## src/rtl/rv32i_seq_pkg.sv

```systemverilog
// rtl/rv32i_seq_pkg.sv - shared types and default signature constants for the RV32I test sequencer
package rv32i_seq_pkg;

   typedef enum logic [2:0] {
      ST_IDLE,
      ST_LOAD,
      ST_HOLD,
      ST_RUN,
      ST_PASS,
      ST_FAIL,
      ST_TIMEOUT
   } seq_state_t;

   localparam logic [31:0] DEF_PASS_ADDR  = 32'd100;
   localparam logic [31:0] DEF_PASS_DATA  = 32'd25;
   localparam logic [31:0] DEF_ALLOW_ADDR = 32'd96;

   function automatic logic is_terminal(input seq_state_t s);
      return (s == ST_PASS) || (s == ST_FAIL) || (s == ST_TIMEOUT);
   endfunction

endpackage

```

## src/rtl/rv32i_store_monitor.sv

```systemverilog
// rtl/rv32i_store_monitor.sv - combinational pass/fail classification of one core data-memory store
module rv32i_store_monitor
   import rv32i_seq_pkg::*;
#(
   parameter logic [31:0] PASS_ADDR  = DEF_PASS_ADDR,
   parameter logic [31:0] PASS_DATA  = DEF_PASS_DATA,
   parameter logic [31:0] ALLOW_ADDR = DEF_ALLOW_ADDR
) (
   input  logic        mem_write_i,
   input  logic [31:0] data_adr_i,
   input  logic [31:0] write_data_i,
   output logic        pass_hit_o,
   output logic        fail_hit_o
);

   logic sig_match;

   assign sig_match  = (data_adr_i == PASS_ADDR) && (write_data_i == PASS_DATA);
   // A wrong value written to the signature address is a failure, not a tolerated store.
   assign pass_hit_o = mem_write_i && sig_match;
   assign fail_hit_o = mem_write_i && !sig_match && (data_adr_i != ALLOW_ADDR);

endmodule

```

## src/rtl/rv32i_test_sequencer.sv

```systemverilog
// rtl/rv32i_test_sequencer.sv - loads a program into core IMEM, runs the core, and judges its signature store
module rv32i_test_sequencer
   import rv32i_seq_pkg::*;
#(
   parameter int unsigned IMEM_WORDS     = 64,
   parameter logic [31:0] PASS_ADDR      = DEF_PASS_ADDR,
   parameter logic [31:0] PASS_DATA      = DEF_PASS_DATA,
   parameter logic [31:0] ALLOW_ADDR     = DEF_ALLOW_ADDR,
   parameter int unsigned RESET_HOLD     = 2,
   parameter int unsigned TIMEOUT_CYCLES = 1024,
   localparam int unsigned AW            = $clog2(IMEM_WORDS)
) (
   input  logic          clk,
   input  logic          reset,
   input  logic          start,
   input  logic          load_valid,
   output logic          load_ready,
   input  logic [31:0]   load_data,
   input  logic          load_last,
   output logic          imem_we,
   output logic [AW-1:0] imem_addr,
   output logic [31:0]   imem_wdata,
   output logic          cpu_reset,
   input  logic          MemWrite,
   input  logic [31:0]   Data_Adr,
   input  logic [31:0]   WriteData,
   output logic          busy,
   output logic          pass,
   output logic          fail,
   output logic          timeout,
   output logic          load_trunc,
   output logic [31:0]   run_cycles
);

   localparam int unsigned HW        = $clog2(RESET_HOLD + 1);
   localparam logic [AW-1:0] LAST_PTR  = AW'(IMEM_WORDS - 1);
   localparam logic [HW-1:0] HOLD_LAST = HW'(RESET_HOLD - 1);
   localparam logic [31:0]   TO_LAST   = 32'(TIMEOUT_CYCLES - 1);

   seq_state_t state_q, state_d;

   logic [AW-1:0] ptr_q, ptr_d;
   logic [HW-1:0] hold_q, hold_d;
   logic [31:0]   run_cycles_q, run_cycles_d;
   logic          imem_we_q, imem_we_d;
   logic [AW-1:0] imem_addr_q, imem_addr_d;
   logic [31:0]   imem_wdata_q, imem_wdata_d;
   logic          pass_q, pass_d;
   logic          fail_q, fail_d;
   logic          timeout_q, timeout_d;
   logic          load_trunc_q, load_trunc_d;

   logic transfer;
   logic start_accept;
   logic at_last_word;
   logic pass_hit;
   logic fail_hit;

   rv32i_store_monitor #(
      .PASS_ADDR  (PASS_ADDR),
      .PASS_DATA  (PASS_DATA),
      .ALLOW_ADDR (ALLOW_ADDR)
   ) u_monitor (
      .mem_write_i  (MemWrite),
      .data_adr_i   (Data_Adr),
      .write_data_i (WriteData),
      .pass_hit_o   (pass_hit),
      .fail_hit_o   (fail_hit)
   );

   assign transfer     = load_valid && load_ready;
   assign start_accept = start && ((state_q == ST_IDLE) || is_terminal(state_q));
   assign at_last_word = (ptr_q == LAST_PTR);

   always_ff @(posedge clk or posedge reset) begin
      if (reset) begin
         state_q <= ST_IDLE;
      end else begin
         state_q <= state_d;
      end
   end

   // The monitor is consulted only in RUN, so garbage on the core bus elsewhere has no effect.
   always_comb begin
      state_d = state_q;
      case (state_q)
         ST_IDLE, ST_PASS, ST_FAIL, ST_TIMEOUT: begin
            if (start) state_d = ST_LOAD;
         end
         ST_LOAD: begin
            if (transfer && (load_last || at_last_word)) state_d = ST_HOLD;
         end
         ST_HOLD: begin
            if (hold_q == HOLD_LAST) state_d = ST_RUN;
         end
         ST_RUN: begin
            if (pass_hit)                        state_d = ST_PASS;
            else if (fail_hit)                   state_d = ST_FAIL;
            else if (run_cycles_q == TO_LAST)    state_d = ST_TIMEOUT;
         end
         default: state_d = ST_IDLE;
      endcase
   end

   always_comb begin
      load_ready = (state_q == ST_LOAD);
      busy       = (state_q == ST_LOAD) || (state_q == ST_HOLD) || (state_q == ST_RUN);
      cpu_reset  = (state_q != ST_RUN);
   end

   always_comb begin
      ptr_d        = ptr_q;
      hold_d       = '0;
      run_cycles_d = run_cycles_q;
      imem_we_d    = transfer;
      imem_addr_d  = imem_addr_q;
      imem_wdata_d = imem_wdata_q;
      pass_d       = pass_q    || ((state_q == ST_RUN) && (state_d == ST_PASS));
      fail_d       = fail_q    || ((state_q == ST_RUN) && (state_d == ST_FAIL));
      timeout_d    = timeout_q || ((state_q == ST_RUN) && (state_d == ST_TIMEOUT));
      load_trunc_d = load_trunc_q || (transfer && !load_last && at_last_word);

      if (state_q == ST_HOLD) hold_d = hold_q + HW'(1);
      if (state_q == ST_RUN)  run_cycles_d = run_cycles_q + 32'd1;

      // The pointer saturates on the last word; LOAD exits on that transfer anyway.
      if (transfer) begin
         imem_addr_d  = ptr_q;
         imem_wdata_d = load_data;
         if (!at_last_word) ptr_d = ptr_q + AW'(1);
      end

      if (start_accept) begin
         ptr_d        = '0;
         run_cycles_d = '0;
         pass_d       = 1'b0;
         fail_d       = 1'b0;
         timeout_d    = 1'b0;
         load_trunc_d = 1'b0;
      end
   end

   always_ff @(posedge clk or posedge reset) begin
      if (reset) begin
         ptr_q        <= '0;
         hold_q       <= '0;
         run_cycles_q <= '0;
         imem_we_q    <= 1'b0;
         imem_addr_q  <= '0;
         imem_wdata_q <= '0;
         pass_q       <= 1'b0;
         fail_q       <= 1'b0;
         timeout_q    <= 1'b0;
         load_trunc_q <= 1'b0;
      end else begin
         ptr_q        <= ptr_d;
         hold_q       <= hold_d;
         run_cycles_q <= run_cycles_d;
         imem_we_q    <= imem_we_d;
         imem_addr_q  <= imem_addr_d;
         imem_wdata_q <= imem_wdata_d;
         pass_q       <= pass_d;
         fail_q       <= fail_d;
         timeout_q    <= timeout_d;
         load_trunc_q <= load_trunc_d;
      end
   end

   assign imem_we    = imem_we_q;
   assign imem_addr  = imem_addr_q;
   assign imem_wdata = imem_wdata_q;
   assign pass       = pass_q;
   assign fail       = fail_q;
   assign timeout    = timeout_q;
   assign load_trunc = load_trunc_q;
   assign run_cycles = run_cycles_q;

endmodule

```

## config.mk

```make
export PLATFORM = sky130hd
export DESIGN_NAME = rv32i_test_sequencer
export DESIGN_NICKNAME = d
export VERILOG_FILES = /design/src/rtl/rv32i_seq_pkg.sv /design/src/rtl/rv32i_store_monitor.sv /design/src/rtl/rv32i_test_sequencer.sv
export SDC_FILE = /design/constraint.sdc
export NUM_CORES = 1
export LEC_CHECK = 0
export ABC_CLOCK_PERIOD_IN_PS = 4690
export CAP_MARGIN = 10
export CORE_AREA = 2 2 83 117
export CTS_BUF_LIST = sky130_fd_sc_hd__clkbuf_8 sky130_fd_sc_hd__clkbuf_16
export DETAILED_ROUTE_END_ITERATION = 12
export DIE_AREA = 0 0 85 119
export GPL_TIMING_DRIVEN = 1
export PLACE_DENSITY = 0.84
export SETUP_SLACK_MARGIN = 0.4
export SYNTH_ARGS = -nofsm -noshare
export SYNTH_HDL_FRONTEND = slang
export SYNTH_SLANG_ARGS = --single-unit
```

## constraint.sdc

```tcl
create_clock -name clk -period 4.69 [get_ports clk]
set_input_delay 0.7035 -clock clk [delete_from_list [all_inputs] [get_ports clk]]
set_output_delay 0.7035 -clock clk [all_outputs]
set_load 0.02 [all_outputs]
```

# Word level (Yosys, flattened, before mapping)
# Index checks and enable logic that the tools add are counted.
# classes
eq_ne	17
mux	17
n_addsub	3
reduce_logical	29
# ops
cell	count
32-bit two-way mux	2
32-bit by 1-bit adder with 32-bit output (second input constant)	1
32-bit by 10-bit == test with 1-bit output (second input constant)	1
32-bit by 5-bit == test with 1-bit output (second input constant)	1
32-bit by 7-bit == test with 1-bit output (second input constant)	1
32-bit by 7-bit != test with 1-bit output (second input constant)	1
3-bit == test (second input constant)	6
3-bit two-way mux	6
6-bit two-way mux	3
1-bit logical AND	12
3-bit case mux with 4 select lines	1
1-bit logical OR	10
6-bit by 1-bit adder with 6-bit output (second input constant)	1
3-bit by 2-bit == test with 1-bit output (second input constant)	2
6-bit == test (second input constant)	1
1-bit two-way mux	4
2-bit nonzero test	2
4-bit OR reduction	1
3-bit by 1-bit == test with 1-bit output (second input constant)	1
3-bit zero test	1
3-bit by 2-bit != test with 1-bit output (second input constant)	1
2-bit by 1-bit adder with 2-bit output (second input constant)	1
2-bit by 1-bit == test with 1-bit output (second input constant)	1
1-bit zero test	2
3 further kinds	3
# totals
elab_cells	77
output_inout_bits	78
ff_bits	86

# Logic depth before layout (Yosys ltp)
# depth
depth_word	12
ltp_mapped	9

# Modules after synthesis
# From an unflattened synthesis, not the netlist that was laid out.
# unflattened
hier_cells	448
hier_area_um2	4080.2
# by_module_without_submodules
mod	seq_area_each_um2	area_each_um2	cells_each	instances
rv32i_test_sequencer	2152.1	3887.5	421	1
rv32i_store_monitor	0.0	192.7	27	1

# Worst setup path after synthesis
# Ideal clock, no wire load.
# synth_path
kind	register to register
from	register run_cycles_q[0] (netlist: run_cycles[0])
to	register fail_q (netlist: fail)
path_slack_ns	2.356
period_less_slack_ns	2.334
stages_incl_launch_ff	8
setup_ns	0.134
n_path_buf	0
arrival_ns	2.200
path_cell_list	dfrtp_1 > ha_1 > nand2_1 > or4_1 > or4_1 > and2_1 > o211ai_1 > a31oi_1
# synth_via
elab_chain_len	9
# synth_lines
element	line	source
start, declared	rv32i_test_sequencer.sv:44	logic [31:0] run_cycles_q, run_cycles_d;
start signal, assigned	rv32i_test_sequencer.sv:158	run_cycles_q <= run_cycles_d;
32-bit by 10-bit == test with 1-bit output	rv32i_test_sequencer.sv:99	else if (run_cycles_q == TO_LAST) state_d = ST_TIMEOUT;
3-bit two-way mux	rv32i_test_sequencer.sv:99	
3-bit two-way mux	rv32i_test_sequencer.sv:98	else if (fail_hit) state_d = ST_FAIL;
3-bit two-way mux	rv32i_test_sequencer.sv:97	if (pass_hit) state_d = ST_PASS;
3-bit case mux with 4 select lines	rv32i_test_sequencer.sv:86	case (state_q)
3-bit == test	rv32i_test_sequencer.sv:119	fail_d = fail_q || ((state_q == ST_RUN) && (state_d == ST_FAIL));
1-bit logical AND	rv32i_test_sequencer.sv:119	
1-bit logical OR	rv32i_test_sequencer.sv:119	
1-bit two-way mux	rv32i_test_sequencer.sv:133	if (start_accept) begin
via fail_d	rv32i_test_sequencer.sv:49	logic fail_q, fail_d;
end signal, assigned	rv32i_test_sequencer.sv:163	fail_q <= fail_d;
end, declared	rv32i_test_sequencer.sv:49	
# The timed path passes the listed nets, and every way through them passes these cells.
# A chain may end at the register's enable or synchronous reset.

# Worst setup path after layout
# layout_path
from	register state_q[0]
to	output cpu_reset
# layout_via
elab_chain_len	1
# layout_lines
element	line	source
start, declared	rv32i_test_sequencer.sv:40	seq_state_t state_q, state_d;
start signal, assigned	rv32i_test_sequencer.sv:79	state_q <= state_d;
3-bit by 2-bit != test with 1-bit output	rv32i_test_sequencer.sv:108	cpu_reset = (state_q != ST_RUN);
end, declared	rv32i_test_sequencer.sv:23	output logic cpu_reset,
# No other way between the ends.

==> flow_summary.json <==
{
  "status": "complete, no violations",
  "syn_inst": 359,
  "drive_gt1_share_pct": 12.15,
  "hp-start": "hold_q[0]$_DFF_PP0_",
  "vias": 3458,
  "slew_viol_final": 0,
  "routed.top_layer": "met4",
  "skew_ps": 6.129,
  "rows": 42,
  "start_kind": "flop",
  "max_cap_violations": 0,
  "synthTopCellsByArea": "dfrtp_1 (54%), mux2_2 (11%), xor2_1 (4.2%), nor2_1 (4.0%), nor4_1 (2.8%)",
  "crit_path_end_kind": "primary output",
  "cp_data_arrival_time_ps": 2100,
  "nNetsFinal": 643,
  "clock-sinks": 86,
  "cp_slowest_stage_delay_ps": 600,
  "critPathRequiredTime_ps": 3990,
  "synth_warnings": 0,
  "min_to": "hold_q[0]$_DFF_PP0_",
  "ant_nets": 0,
  "h-tree-depth": 3,
  "placed_cells": 637,
  "clk_path_buf_depth": 2,
  "overflow": 0,
  "num-fill-cells": 691,
  "ys_seq_elements": 86,
  "seq_area_frac_synth_pct": 53.72,
  "peakVddDrop_uv": 416.6,
  "wl_met2_mm": 5.798,
  "finalSetupTns_ps": 0,
  "route.detailed.drc": 0,
  "totalWireLength_mm": 10.96,
  "async_flop_share_pct": 100.0,
  "insertion_delay_ps": 340,
  "synth_common_cells": "dfrtp_1 (86), nor2_1 (43), mux2_2 (39), nand2_1 (23), xor2_1 (19)",
  "initial_core_util_pct": 43.56,
  "path_cells": "and3b_1 -> inv_2 -> clkdlybuf4s50_1",
  "drtIter0Drc": 247,
  "critPathKind": "reg -> out",
  "setup_violations": 0,
  "core-area_sq_mm": 0.009196,
  "p_per_area_mw_per_mm2": 483.8,
  "final.period_utilization_pct": 59.73,
  "power.leakage_nw": 2.560,
  "grt_util_all_layers_pct": 22.14,
  "ctsHoldBuffers": 0,
  "place_hpwl_mm": 8.323,
  "die_w_microns": 85,
  "die_y_microns": 119,
  "synth_area_leader_cell": "dfrtp_1",
  "cts.reportedPaths.clkPinSlew_ps": 60,
  "grt_pass1_wl_mm": 17.86,
  "syn_area_per_cell_sq_um": 11.16,
  "seq_area_sq_mm": 0.002152,
  "worstMarginPinSlew_ps": 861.0,
  "via_per_inst": 5.296,
  "first_pass_iters": 4,
  "multi_input_area_sq_mm": 0.001747,
  "synth-edff-count": 0,
  "fmax_ghz": 0.3570,
  "routedWlPerCell_microns": 16.78,
  "path_max_fanout": 15,
  "root_buffer": "clkbuf_16",
  "postCtsResizedCells": 0,
  "place_congestion": 0.9189,
  "final_hold_viol_count": 0,
  "synthesis.nets": 464,
  "portBuffers": 179,
  "yosys.cell_count.top_type": "dfrtp_1",
  "grt_pass1_vias": 3523,
  "num_io_pins": 180,
  "cts_tree": "yes",
  "yosysTopAreaCellShare_pct": 53.72,
  "grt_max_degree": 52,
  "cts_inserted_buffers": 9,
  "diodes": 0,
  "antenna_found_initial": 0,
  "routed-wl-met3_microns": 611,
  "reg2reg_to": "run_cycles[30]$_DFFE_PP0P_",
  "fin_crit_ps": 2801,
  "met1Wirelength_mm": 4.362,
  "r2r_start": "state_q[0]$_DFF_PP0_",
  "synth.distinct_cells": 43,
  "r2r_slack_ps": 1990,
  "ys.flop_type": "dfrtp_1",
  "die-area_sq_mm": 0.01012,
  "synth.cell_area_sq_mm": 0.004006,
  "min_path_cells": 1,
  "hp-class": "reg -> reg",
  "rsz0062_at_grt": "no",
  "synthToLayoutAreaGrowth_pct": 53.81,
  "ff2ff_path_depth": 7,
  "final_cells": 653,
  "post_cts_buffers": 0,
  "worst_path_max_delay_cell": "dfrtp_1",
  "p_total_mw": 2.982,
  "relSlewSlack_pct": 42.53
}
[area by class of cell]
type                       count  area share (%)
tap                          110           2.234
multi-input combinational    250           28.35
timing repair buffer         182           29.44
clock inverter                 6          0.6091
inverter                       9          0.5685
sequential                    86           34.92
clock buffer                  10           3.878
[where the power goes]
| group | switching (mW) | internal [mW] |
|---|---|---|
| logic | 0.594 | 0.645 |
| registers | 0.144 | 0.947 |
| clock network | 0.281 | 0.371 |
| total | 1.02 | 1.96 |
[critical path: cells and delay by family (launching register included)]
| kind | cells | cell delay, ps |
|---|---|---|
| buffers and inverters | 2 | 690 |
| DFF | 1 | 600 |
| and+or+nand+nor | 1 | 470 |
[worst max path at each step]
stage                               from           endpoint  slack (ps)  cells after the start
floorplan                          reset     fail$_DFF_PP0_        1760                      1
CTS                 state_q[0]$_DFF_PP0_          cpu_reset        1910                      3
global placement             Data_Adr[6]     fail$_DFF_PP0_        2090                      7
detailed placement           Data_Adr[0]  timeout$_DFF_PP0_        1970                      7
finish              state_q[0]$_DFF_PP0_          cpu_reset        1890                      3
global route        state_q[0]$_DFF_PP0_          cpu_reset        1770                      3
[cells by family after synthesis]
kind of cell,after synthesis,synth area share (%)
muxes,39,10.96
adders and majority gates,3,0.9370
AOI/OAI and AO/OA,27,4.279
DFF,86,53.72
and+or+nand+nor,151,20.83
buffers and inverters,23,2.717
xor gates and xnor gates,30,6.558
[stage by stage]
step / utilization [%] / hold slack, ps / setup slack [ps] / instance area [sq um]
final: 67.01 / 438.5 / 1889 / 6162
after global routing: 67.01 / 463.2 / 1773 / 6162
after CTS: 67.01 / 440.8 / 1910 / 6162
after detailed placement: 64.00 / 432.5 / 1969 / 5886
after global placement: 64.00 / 429.6 / 2091 / 5886
after floorplan: - / 414.9 / 1765 / 4006
[state kept, by name, indices dropped and copies added, names as in the netlist]
register and cells:
imem_wdata 32, run_cycles 32, imem_addr 6, ptr_q 6, state_q 3, hold_q 2
fail 1, imem_we 1, load_trunc 1, pass 1, timeout 1
[layer usage]
layer  vias to the layer above  track usage, %
li1                       1632               -
met1                      1682           28.07
met2                       125           38.57
met3                        19           3.326
met4                         0           6.944
met5                         -               0
[cells in the final DEF, fill, tap and decap left out, types with 3 or more instances in the layout]
cell type and count:
nor4bb_1 3, clkinv_2 3, nand3_1 9, xnor2_1 11
inv_1 8, mux2_2 39, xor2_1 19, nor3_1 8
a21oi_1 7, and3_1 6, nor4_1 18, clkdlybuf4s50_1 179
and2_1 4, a22o_1 3, dfrtp_1 86, nand4_1 13
o21ai_0 9, nor3b_1 4, buf_4 3, ha_1 3
or3_1 5, nand2_1 23, nor2_1 43, clkbuf_16 9
(Power assumes the default switching activity.)
